<file path="src/rtl/hpm_counter_bank.sv">
// hpm_counter_bank - hardware performance-monitor counter bank.
//
// NUM_COUNTERS counters of COUNTER_WIDTH bits. Each one counts a single event
// chosen from the core event bus. The bank owns these CSRs:
// mhpmcounter/h (0xB03+i, 0xB83+i), the user read-only mirrors (0xC03+i,
// 0xC83+i), mhpmevent (0x323+i) and mcountinhibit (0x320).
//
// Ports:
//   clk, rst       clock; synchronous active-high reset
//   events         per-cycle event pulses from the core
//   csr_addr       CSR address
//   csr_active     request valid, held high until ack
//   csr_write      1 = write, 0 = read
//   value_in       write data
//   value_out      read data, or the old value on a write (valid with ack)
//   ack            one-cycle response strobe
//   invalid_csr    unowned address or illegal access (valid with ack)
//   overflow_irq   OR over counters of (OF & OIE)

// Per-counter slice: event select, counter, overflow flag.
module hpm_counter_lane #(
  parameter int NUM_EVENTS    = 8,
  parameter int COUNTER_WIDTH = 64
) (
  input  logic                  clk,
  input  logic                  rst,
  input  logic [NUM_EVENTS-1:0] events,
  input  logic                  inhibit,
  input  logic                  wr_lo,
  input  logic                  wr_hi,
  input  logic                  wr_evt,
  input  logic [31:0]           wdata,
  output logic [31:0]           rd_lo,
  output logic [31:0]           rd_hi,
  output logic [31:0]           rd_evt,
  output logic                  irq_req
);
  localparam int UW = COUNTER_WIDTH - 32;

  logic [COUNTER_WIDTH-1:0] count_q;
  logic [7:0]               sel_q;
  logic                     oie_q;
  logic                     of_q;
  logic [255:0]             ev_ext;
  logic                     inc;
  logic                     ovf;

  // Bit 0 stays 0 so SEL=0 counts nothing; selects above NUM_EVENTS hit zeros.
  always_comb begin
    ev_ext = '0;
    ev_ext[NUM_EVENTS:1] = events;
  end

  // A software write to either half takes precedence over this cycle's event.
  assign inc = ev_ext[sel_q] & ~inhibit;
  assign ovf = inc & ~wr_lo & ~wr_hi & (&count_q);

  always_ff @(posedge clk) begin
    if (rst) begin
      count_q <= '0;
      sel_q   <= '0;
      oie_q   <= 1'b0;
      of_q    <= 1'b0;
    end else begin
      if (wr_lo)
        count_q[31:0] <= wdata;
      else if (wr_hi)
        count_q[COUNTER_WIDTH-1:32] <= wdata[UW-1:0];
      else if (inc)
        count_q <= count_q + COUNTER_WIDTH'(1);

      if (wr_evt) begin
        sel_q <= wdata[7:0];
        oie_q <= wdata[30];
        of_q  <= wdata[31];
      end
      // Hardware overflow beats a simultaneous software clear of OF.
      if (ovf)
        of_q <= 1'b1;
    end
  end

  assign rd_lo   = count_q[31:0];
  assign rd_hi   = 32'(count_q[COUNTER_WIDTH-1:32]);
  assign rd_evt  = {of_q, oie_q, 22'd0, sel_q};
  assign irq_req = of_q & oie_q;
endmodule

module hpm_counter_bank #(
  parameter int NUM_COUNTERS  = 4,
  parameter int NUM_EVENTS    = 8,
  parameter int COUNTER_WIDTH = 64
) (
  input  logic                  clk,
  input  logic                  rst,
  input  logic [NUM_EVENTS-1:0] events,
  input  logic [11:0]           csr_addr,
  input  logic                  csr_active,
  input  logic                  csr_write,
  input  logic [31:0]           value_in,
  output logic [31:0]           value_out,
  output logic                  ack,
  output logic                  invalid_csr,
  output logic                  overflow_irq
);
  typedef enum logic [1:0] {IDLE = 2'd0, RESP = 2'd1, DONE = 2'd2} state_t;

  state_t state_q, state_d;

  logic [NUM_COUNTERS-1:0][31:0] rd_lo, rd_hi, rd_evt;
  logic [NUM_COUNTERS-1:0]       irq_req;
  logic [NUM_COUNTERS-1:0]       inh_q;
  logic [NUM_COUNTERS-1:0]       sel_lo, sel_hi, sel_evt;
  logic [NUM_COUNTERS-1:0]       wr_lo, wr_hi, wr_evt;
  logic                          sel_inh;
  logic                          dec_ok, read_only, illegal;
  logic [31:0]                   rd_val;
  logic                          take, do_wr;

  // Address decode and read mux.
  always_comb begin
    sel_lo    = '0;
    sel_hi    = '0;
    sel_evt   = '0;
    sel_inh   = 1'b0;
    dec_ok    = 1'b0;
    read_only = 1'b0;
    rd_val    = '0;
    if (csr_addr == 12'h320) begin
      sel_inh = 1'b1;
      dec_ok  = 1'b1;
      rd_val  = 32'(inh_q) << 3;
    end
    for (int i = 0; i < NUM_COUNTERS; i++) begin
      if (csr_addr == 12'hB03 + 12'(i)) begin
        sel_lo[i] = 1'b1; dec_ok = 1'b1; rd_val = rd_lo[i];
      end
      if (csr_addr == 12'hB83 + 12'(i)) begin
        sel_hi[i] = 1'b1; dec_ok = 1'b1; rd_val = rd_hi[i];
      end
      if (csr_addr == 12'hC03 + 12'(i)) begin
        read_only = 1'b1; dec_ok = 1'b1; rd_val = rd_lo[i];
      end
      if (csr_addr == 12'hC83 + 12'(i)) begin
        read_only = 1'b1; dec_ok = 1'b1; rd_val = rd_hi[i];
      end
      if (csr_addr == 12'h323 + 12'(i)) begin
        sel_evt[i] = 1'b1; dec_ok = 1'b1; rd_val = rd_evt[i];
      end
    end
  end

  assign illegal = ~dec_ok | (read_only & csr_write);
  assign take    = (state_q == IDLE) & csr_active;
  assign do_wr   = take & csr_write & ~illegal;
  assign wr_lo   = sel_lo  & {NUM_COUNTERS{do_wr}};
  assign wr_hi   = sel_hi  & {NUM_COUNTERS{do_wr}};
  assign wr_evt  = sel_evt & {NUM_COUNTERS{do_wr}};

  for (genvar g = 0; g < NUM_COUNTERS; g++) begin : g_lane
    hpm_counter_lane #(
      .NUM_EVENTS   (NUM_EVENTS),
      .COUNTER_WIDTH(COUNTER_WIDTH)
    ) u_lane (
      .clk    (clk),
      .rst    (rst),
      .events (events),
      .inhibit(inh_q[g]),
      .wr_lo  (wr_lo[g]),
      .wr_hi  (wr_hi[g]),
      .wr_evt (wr_evt[g]),
      .wdata  (value_in),
      .rd_lo  (rd_lo[g]),
      .rd_hi  (rd_hi[g]),
      .rd_evt (rd_evt[g]),
      .irq_req(irq_req[g])
    );
  end

  assign overflow_irq = |irq_req;

  // DONE waits for csr_active to drop so a held request runs only once.
  always_comb begin
    state_d = state_q;
    case (state_q)
      IDLE:    if (csr_active) state_d = RESP;
      RESP:    state_d = DONE;
      DONE:    if (!csr_active) state_d = IDLE;
      default: state_d = IDLE;
    endcase
  end

  // ack is registered off RESP, so a reset during RESP suppresses it.
  always_ff @(posedge clk) begin
    if (rst) begin
      state_q     <= IDLE;
      ack         <= 1'b0;
      value_out   <= '0;
      invalid_csr <= 1'b0;
      inh_q       <= '0;
    end else begin
      state_q <= state_d;
      ack     <= (state_q == RESP);
      if (take) begin
        value_out   <= illegal ? 32'd0 : rd_val;
        invalid_csr <= illegal;
      end
      if (do_wr && sel_inh)
        inh_q <= value_in[3 +: NUM_COUNTERS];
    end
  end
endmodule
</file>
<file path="config.mk">
export PLATFORM = sky130hd
export DESIGN_NAME = hpm_counter_bank
export DESIGN_NICKNAME = d
export VERILOG_FILES = /design/src/rtl/hpm_counter_bank.sv
export SDC_FILE = /design/constraint.sdc
export NUM_CORES = 1
export LEC_CHECK = 0
export BUFFER_PORTS_ARGS = -buffer_cell sky130_fd_sc_hd__buf_2
export CAP_MARGIN = 20
export CELL_PAD_IN_SITES_DETAIL_PLACEMENT = 0
export CELL_PAD_IN_SITES_GLOBAL_PLACEMENT = 2
export CORE_UTILIZATION = 40
export CTS_CLUSTER_SIZE = 25
export DETAILED_ROUTE_END_ITERATION = 7
export PLACE_DENSITY_LB_ADDON = 0.1
export SLEW_MARGIN = 20
export SYNTH_ARGS = -nofsm -noshare
export SYNTH_HDL_FRONTEND = slang
export SYNTH_SLANG_ARGS = --single-unit
export TNS_END_PERCENT = 1
</file>
<file path="constraint.sdc">
create_clock -name clk -period 6.17 [get_ports clk]
set_input_delay 0.617 -clock clk [delete_from_list [all_inputs] [get_ports clk]]
set_output_delay 0.617 -clock clk [all_outputs]
set_load 0.005 [all_outputs]
</file>
* Yosys cells after proc, flatten, opt, wreduce, memory -nomap -nowiden
Cells that the tools add are included.
** Storage, ports and cells
- Flip-flop bits (word level) :: 336
- Input port bits :: 56
- Output and inout bits :: 35
- Logic and storage cells :: 230
** Cells by class
- Add/sub/neg operators :: 4
- $lt $le $gt $ge :: 4
- Equality and inequality tests :: 29
- Multiplexer cells :: 98
- Bitwise gates (word level) :: 42
- Reductions and logical operators :: 28
** Operator list (count)
- 32-bit two-way mux :: 33
- 64-bit by 1-bit adder with 64-bit output, second input constant :: 4
- 64-bit two-way mux :: 4
- 64-bit AND reduction :: 4
- 12-bit equality test, second input constant :: 16
- 12-bit by 10-bit equality test with 1-bit output, second input constant :: 5
- 1-bit two-way mux :: 53
- 8-bit by 9-bit less-than comparator with 1-bit output, second input constant :: 4
- 1-bit binary-select mux with 8-bit select :: 4
- 1-bit AND :: 24
- 2-bit nonzero test :: 12
- 2-bit AND reduction :: 9
- 1-bit inverter :: 14
- 4-bit AND :: 3
- 2-bit != test, second input constant :: 6
- 7-bit two-way mux :: 1
- 2-bit case mux with 3 select lines :: 1
- 2-bit two-way mux :: 2
- 4-bit OR reduction :: 1
- 2-bit by 1-bit equality test with 1-bit output, second input constant :: 1
- 2-bit equality test, second input constant :: 1
- 2-bit zero test :: 1
- 1-bit logical AND :: 1
- 1-bit OR :: 1

* Depth between registers and ports, before layout
Gate-level depths: netlist of the first run.
- Depth after elaboration :: 32
- Depth in mapped cells :: 11
- Depth with buffers taken out :: 8

* Hierarchy
From an unflattened synthesis of the first run, not the netlist that was laid out.
** Unflattened totals
- Cells, all modules :: 3315
- Area total of the unflattened synthesis :: 25160.4 um^2
** Modules (own cells, without submodules)
- hpm_counter_lane :: times used 4, cells each 597, area an instance 4722.0 um^2, seq. area each 1481.4 um^2
- hpm_counter_bank :: times used 1, cells each 927, area an instance 6272.3 um^2, seq. area each 800.8 um^2

* Least setup slack after synthesis of the first run
OpenSTA, ideal clock, no wires.
- Kind :: input to register
- Start point :: input csr_addr[4]
- End point :: register g_lane[1].u_lane.count_q[39]
- Library setup time :: 0.122 ns
- Arrival time :: 2.735 ns
- Data required time :: 6.048 ns
- Path slack :: 3.313 ns
- Stages :: 10
- Buffers on the path :: 3
- Cell sequence :: buf_2 > or4_1 > clkbuf_1 > buf_2 > nor3_2 > nand2_1 > nand2_1 > nor3_1 > mux2_2 > a311o_1
** On the way
- Cells in the longest elaborated chain, start to end :: 29
- Elaborated cells between the ends (all ways) :: 63
- Those cells by class :: 21 x eq/ne; 32 x mux; 8 x bitwise; 2 x reduce/logical
** RTL lines
- start, declared :: line 97 : input logic [11:0] csr_addr,
- 12-bit by 10-bit equality test with 1-bit output :: line 129 : if (csr_addr == 12'h320) begin
- 1-bit two-way mux :: line 129
- 1-bit two-way mux :: line 135 : if (csr_addr == 12'hB03 + 12'(i)) begin
- 1-bit two-way mux :: line 138 : if (csr_addr == 12'hB83 + 12'(i)) begin
- 1-bit two-way mux :: line 141 : if (csr_addr == 12'hC03 + 12'(i)) begin
- 1-bit two-way mux :: line 144 : if (csr_addr == 12'hC83 + 12'(i)) begin
- 1-bit two-way mux :: line 147 : if (csr_addr == 12'h323 + 12'(i)) begin
- 1-bit two-way mux :: line 135
- [... 13 more ...]
- 1-bit two-way mux :: line 147
- 1-bit inverter :: line 153 : assign illegal = ~dec_ok | (read_only & csr_write);
- 1-bit OR :: line 153
- 1-bit inverter :: line 155 : assign do_wr = take & csr_write & ~illegal;
- 1-bit AND :: line 155
- 4-bit AND (on tied branches) :: line 157, 156
- 2-bit nonzero test (no line) / 1-bit inverter (equally long branches)
- 2-bit AND reduction (no line)
- end signal, assigned by index :: line 68 : count_q[COUNTER_WIDTH-1:32] <= wdata[UW-1:0];
- end signal, assigned :: line 70 : count_q <= count_q + COUNTER_WIDTH'(1);
- end, declared :: line 40 : logic [COUNTER_WIDTH-1:0] count_q;
Parallel ways exist; a longest one is shown, timed or not.
A chain may end at the register's enable or synchronous reset.

* Worst setup path after layout of the first run
- Start point :: register g_lane[0].u_lane.count_q[0]
- End point :: register g_lane[0].u_lane.count_q[44]
** On the way
- Cells in the longest elaborated chain, start to end :: 3
** RTL lines
- start, declared :: line 40
- start signal, assigned :: line 66 : count_q[31:0] <= wdata;
- start signal, assigned by index :: line 68
- start signal, assigned :: line 70
- 64-bit by 1-bit adder with 64-bit output :: line 70
- 64-bit two-way mux :: line 69 : else if (inc)
- 32-bit two-way mux :: line 67 : else if (wr_hi)
Every way passes these cells. The select of a mux whose other input is x is not followed.

==> results of run 1 <==
==> layer usage <==
layer / wire length [um] / part of all wire (%)
met1: 47750 / 42
met2: 48150 / 42
met3: 11180 / 9.8
met4: 6441 / 5.7
met5: 13 / 0.011
==> how the worst max path moves through the flow <==
stage                     cells after the start                                         to                                      from
final                                         8  g_lane[0].u_lane.count_q[44]$_SDFFE_PP0P_  g_lane[0].u_lane.count_q[0]$_SDFFE_PP0P_
after global routing                          8  g_lane[0].u_lane.count_q[38]$_SDFFE_PP0P_  g_lane[0].u_lane.count_q[0]$_SDFFE_PP0P_
after CTS                                     9  g_lane[3].u_lane.count_q[36]$_SDFFE_PP0P_                               csr_addr[7]
after detailed placement                      9  g_lane[3].u_lane.count_q[48]$_SDFFE_PP0P_                               csr_addr[7]
after global placement                        9  g_lane[3].u_lane.count_q[62]$_SDFFE_PP0P_                               csr_addr[7]
after floorplan                              10  g_lane[1].u_lane.count_q[39]$_SDFFE_PP0P_                               csr_addr[4]
==> synth_stat cells, types with 10 or more instances <==
library cell,instances
dfxtp_1,336
nor2_1,312
nand2_1,262
nand3_1,170
clkbuf_1,168
a21oi_1,162
a211oi_1,148
o21ai_0,142
nand4_1,120
xor2_1,88
nor3_1,78
and3_1,68
a22oi_1,46
mux2i_1,46
buf_2,42
nor4_1,40
o211ai_1,39
and4_1,36
o22ai_1,33
xnor2_1,32
a22o_1,29
inv_1,29
a31oi_1,26
a221oi_1,25
and2_1,23
o31ai_1,20
or3_1,20
buf_1,17
a21o_1,15
a222oi_1,15
nand3b_1,14
nor3_2,14
or4_1,12
a221o_1,11
a31o_2,10
==> where the power goes <==
group	leakage (nW)	total, mW	internal, mW	switching (mW)
clock network	0.678	2.52	1.46	1.06
registers	2.71	2.17	2.17	0.00125
logic	4.38	0.239	0.0410	0.198
total	7.76	4.94	3.67	1.26
==> sequential cells by signal, summed over array words and instances, names as in the netlist <==
register	cells
value_out	32
g_lane.u_lane.oie_q	4
g_lane.u_lane.of_q	4
inh_q	4
state_q	2
g_lane.u_lane.sel_q	32
g_lane.u_lane.count_q	256
invalid_csr	1
ack	1
==> through the flow <==
step	hold WS, ns	area [um2]	utilization, %	cells
after global placement	0.4300	22710	42.20	3476
after detailed placement	0.4428	22730	42.25	3477
after global routing	0.3273	24160	44.89	3553
after CTS	0.2949	24090	44.77	3552
final	0.3189	24160	44.89	3554
after floorplan	0.4440	21780	-	2867
==> kinds of logic after synthesis <==
group           Yosys count  share of synthesized area [%]
buf+inv                 267                          4.957
fa+ha+maj                 5                         0.2757
simple gates           1241                          29.34
flops                   336                          30.88
mux                      53                          2.682
xor+xnor                120                          4.825
compound gates          845                          27.05
==> worst max-delay path: cells and delay by family (launching register included) <==
kind / cells / cell delay [ns]
flip-flops: 1 / 0.42
AO/OA/AOI/OAI: 3 / 0.56
AND/OR/NAND/NOR: 4 / 2.39
adder cells (fa/ha/maj): 1 / 0.34
==> final cells by class <==
type,instances,area (um2)
Multi-Input combinational cell,2264,14140
Clock buffer,65,1279
Antenna cell,1,2.502
Sequential cell,336,6726
Tap cell,696,870.8
Inverter,29,108.9
Timing Repair Buffer,153,952.2
Fill cell,5536,29650
Clock inverter,10,78.83
==> results_dict.tcl, run 1 <==
set metrics [dict create \
    clkLatencyLatePin_ns 0.59 \
    num_rows 85 \
    layout_common_cells "336 x dfxtp_1, 308 x nor2_1, 260 x nand2_1" \
    grtUsageMet3_pct 6.485 \
    end_kind "flip-flop" \
    ys_warn_count 0 \
    grt_use_met2_pct 59.21 \
    vdd_drop_max_mv 0.1879 \
    busiest_layer "met2" \
    ys_ff_latch 336 \
    dieArea_mm2 0.05540 \
    r2r_cells 8 \
    drt_wl_total_um 113500 \
    grt_pass1_wl_um 162100 \
    coreArea_mm2 0.05381 \
    rr_startpoint "g_lane[0].u_lane.count_q[0]$_SDFFE_PP0P_" \
    cts_buffer_depth 3 \
    antenna_found_initial 4 \
    drv_cap 0 \
    rr_endpoint "g_lane[0].u_lane.count_q[44]$_SDFFE_PP0P_" \
    async_flop_share_pct 0 \
    vias 24630 \
    syn_inst 2867 \
    gp_congestion 0.9615 \
    path_class "flip-flop to flip-flop" \
    netlist_area_mm2 0.02178 \
    r2r_setup_slack_ns 2.36 \
    p_total_mw 4.936 \
    crit_chain "ha_1 > nand4_1 > or2_2 > or4_1 > nor4_4 > a41o_1 > a21oi_1 > a211oi_1" \
    grt_pass1_vias 22100 \
    setup_ws_ns 2.364 \
    final.setup.tns_ns 0 \
    cts_resized 0 \
    fmax_mhz 262.7 \
    final_common_cell "dfxtp_1" \
    crit_path_start_kind "flip-flop" \
    setup_viol 0 \
    fin_crit_ns 3.806 \
    ys.flop_type "dfxtp_1" \
    post-cts-setup-buffers 0 \
    status "complete, no violations" \
    hpwl_um 83270 \
    rsz0062_at_grt "false" \
    ys_types 96 \
    synth_enable_flop_cells 0 \
    use_met1_pct 55.07 \
    first_pass_iters 6 \
    critical-path-slowest-cell "or4_1" \
    clock_skew_ns 0.01295 \
    h-tree-depth 2 \
    drtAntennaViolNets 0 \
    drc 0 \
    yosysSeqAreaShare_pct 30.88 \
    max_slew_margin_pct 19.04 \
    max_stage_delay_ns 0.72 \
    synth_top_area_share_pct 30.88 \
    layout-drive-gt1-share_pct 10.61 \
    finalHoldViolations 0 \
    yosys-top-cells-area "dfxtp_1 31%, nor2_1 5.4%, a211oi_1 5.1%" \
    synth_area_per_cell_um2 7.598 \
    mappedNetlistNets 2927 \
    grt_overflow 0 \
    cts_buffers 42 \
    viasPerCell 6.930 \
    track_usage_pct 39.75 \
    leakage_nw 7.760 \
    tightest_slew_ns 1.205 \
    yosys.area.top_type "dfxtp_1" \
    clkTransAtPathRegs_ns 0.06 \
    place_ws_ns 1.861 \
    cts_tree "built" \
    clock_sinks 336 \
    min_period_over_period_pct 61.69 \
    hold_buffers 0 \
    drt_iter0_drc 3356 \
    min_from "csr_active" \
    io_pins 91 \
    slew_violations 0 \
    wl_per_cell_um 31.95 \
    nets 2886 \
    hold_path.class "primary input to flip-flop" \
    root_buffer "clkbuf_16" \
    die_y_um 235.4 \
    critPathMaxFanout 8 \
    die_x_um 235.4 \
    whs_endpoint "state_q[1]$_SDFFE_PP0P_" \
    holdPathStages 3 \
    grt_max_degree 76 \
    numPortBuffers 90 \
    power.density_mw_per_mm2 204.3 \
    critPathArrivalTime_ns 4.30 \
    critical_path_required_ns 6.66 \
    area_delta_synth_final_pct 10.90 \
    start_util_pct 40.48 \
]
No activity file was read; power rests on OpenSTA's default activity.
==> run 2, diff against run 1 <==
--- a/config.mk
+++ b/config.mk
@@ -9,7 +9,7 @@
 export CAP_MARGIN = 20
 export CELL_PAD_IN_SITES_DETAIL_PLACEMENT = 0
 export CELL_PAD_IN_SITES_GLOBAL_PLACEMENT = 2
-export CORE_UTILIZATION = 40
+export CORE_UTILIZATION = 37
 export CTS_CLUSTER_SIZE = 25
 export DETAILED_ROUTE_END_ITERATION = 7
 export PLACE_DENSITY_LB_ADDON = 0.1
==> constraint.sdc (replaced) <==
create_clock -name clk -period 3.6 [get_ports clk]
set_input_delay 0.36 -clock clk [delete_from_list [all_inputs] [get_ports clk]]
set_output_delay 0.36 -clock clk [all_outputs]
set_load 0.005 [all_outputs]
==> results_dict.tcl, run 2 (synthesis results as in run 1) <==
set metrics [dict create \
    layout_common_cells "336 x dfxtp_1, 309 x nor2_1, 260 x nand2_1" \
    io_pins 91 \
    num_rows 88 \
    h-tree-depth 2 \
    dieArea_mm2 0.05985 \
    die_y_um 244.6 \
    hold_slack_ns 0.08220 \
    critPathMaxFanout 8 \
    start_util_pct 37.61 \
    crit_path_start_kind "flip-flop" \
    critPathArrivalTime_ns 3.71 \
    layout-drive-gt1-share_pct 13.62 \
    clock_sinks 336 \
    max_slew_margin_pct 24.04 \
    setup_viol 0 \
    drv_cap 0 \
    vdd_drop_max_mv 0.3469 \
    tightest_slew_ns 1.133 \
    diodes 0 \
    drt_iter0_drc 3238 \
    grt_pass1_wl_um 168100 \
    fin_util_pct 43.26 \
    fin_crit_ns 3.203 \
    largest-register "g_lane.u_lane.count_q" \
    largest_reg_flops 256 \
    hold_buffers 0 \
    final.setup.tns_ns 0 \
    nets 2992 \
    coreArea_mm2 0.05792 \
    first_pass_iters 8 \
    fmax_mhz 312.2 \
    leakage_nw 8.283 \
    vias 25070 \
    drc 3 \
    clkLatencyLatePin_ns 0.60 \
    gp_congestion 0.9759 \
    grt_max_degree 81 \
    cts_resized 0 \
    rsz0062_at_grt "false" \
    antenna_found_initial 1 \
    drt_wl_total_um 118300 \
    grt_overflow 0 \
    min_period_over_period_pct 88.98 \
    wl_per_cell_um 31.70 \
    area_delta_synth_final_pct 15.01 \
    post-cts-setup-buffers 0 \
    finalHoldViolations 0 \
    clkTransAtPathRegs_ns 0.06 \
    cts_tree "built" \
    track_usage_pct 38.57 \
    end_kind "flip-flop" \
    slew_violations 0 \
    path_class "flip-flop to flip-flop" \
    numPortBuffers 90 \
    critical_path_required_ns 4.10 \
    root_buffer "clkbuf_16" \
    die_x_um 244.6 \
    status "finished, violations left" \
    violations "DRC" \
    largestRegisters "g_lane.u_lane.count_q (256), g_lane.u_lane.sel_q (32), value_out (32)" \
    hpwl_um 88320 \
    drtAntennaViolNets 0 \
    cts_buffer_depth 3 \
    final_common_cell "dfxtp_1" \
    viasPerCell 6.719 \
    power.density_mw_per_mm2 340.9 \
    clock_skew_ns 0.02948 \
    grt_pass1_vias 22760 \
    cts_buffers 42 \
    hold_path.class "primary input to flip-flop" \
]
run 2: cell types whose count changed in the layout (fill, tap and decap cells not counted), sizes merged:
cell	before	now
buf	152	258
bufinv	1	2
clkbuf	66	67
clkinv	8	9
diode	1	0
run 2: critical path, cell delays in order (launching register included):
cell,delay [ns]
dfxtp_1,0.43
ha_1,0.22
nand4_1,0.17
buf_4,0.22
or2_2,0.30
or4_1,0.69
nor4_4,0.55
a41o_1,0.26
a21oi_1,0.07
a211oi_1,0.21
run 2: worst paths after layout:
path                                                    end                                      from  cells past startpoint  slack (ns)
hold reg to reg                  value_out[12]$_SDFFE_PP0P_                value_out[12]$_SDFFE_PP0P_                      1        0.46
hold / removal                      state_q[1]$_SDFFE_PP0P_                                csr_active                      3        0.08
setup / recovery  g_lane[0].u_lane.count_q[44]$_SDFFE_PP0P_  g_lane[0].u_lane.count_q[1]$_SDFFE_PP0P_                      9        0.40
setup reg to reg  g_lane[0].u_lane.count_q[44]$_SDFFE_PP0P_  g_lane[0].u_lane.count_q[1]$_SDFFE_PP0P_                      9        0.40
run 2: per-layer routing:
| layer | up-vias | wire, um | track usage, % |
|---|---|---|---|
| met4 | 2 | 6257 | 18.36 |
| met2 | 1551 | 50180 | 57.73 |
| li1 | 11060 | - | - |
| met1 | 12180 | 50290 | 53.12 |
| met3 | 272 | 11530 | 7.129 |
| met5 | - | 12 | 0 |
run 2: final cells by class:
| type | instances | area [um2] |
|---|---|---|
| clock inverters | 12 | 128.9 |
| repair buffers | 259 | 1803 |
| flip-flops and latches | 336 | 6726 |
| clock buffers | 66 | 1241 |
| well taps | 765 | 957.2 |
| multi-input cells | 2264 | 14090 |
| inverters | 29 | 108.9 |
| fillers | 6012 | 32860 |
run 2: metrics by stage:
step	instance area [um2]	cells	power, mW	worst slack, ns
finish	25050	3731	8.540	0.3966
global placement	23680	3653	4.216	0.3740
global route	25050	3731	8.721	0.3181
CTS	25050	3731	8.564	0.4873
floorplan	21780	2867	3.993	0.9998
detailed placement	23680	3653	4.219	0.3286
run 2: power by group:
group          internal (mW)  switching (mW)
clock                   2.52            1.87
combinational         0.0806           0.346
sequential              3.72         0.00224
total                   6.32            2.22
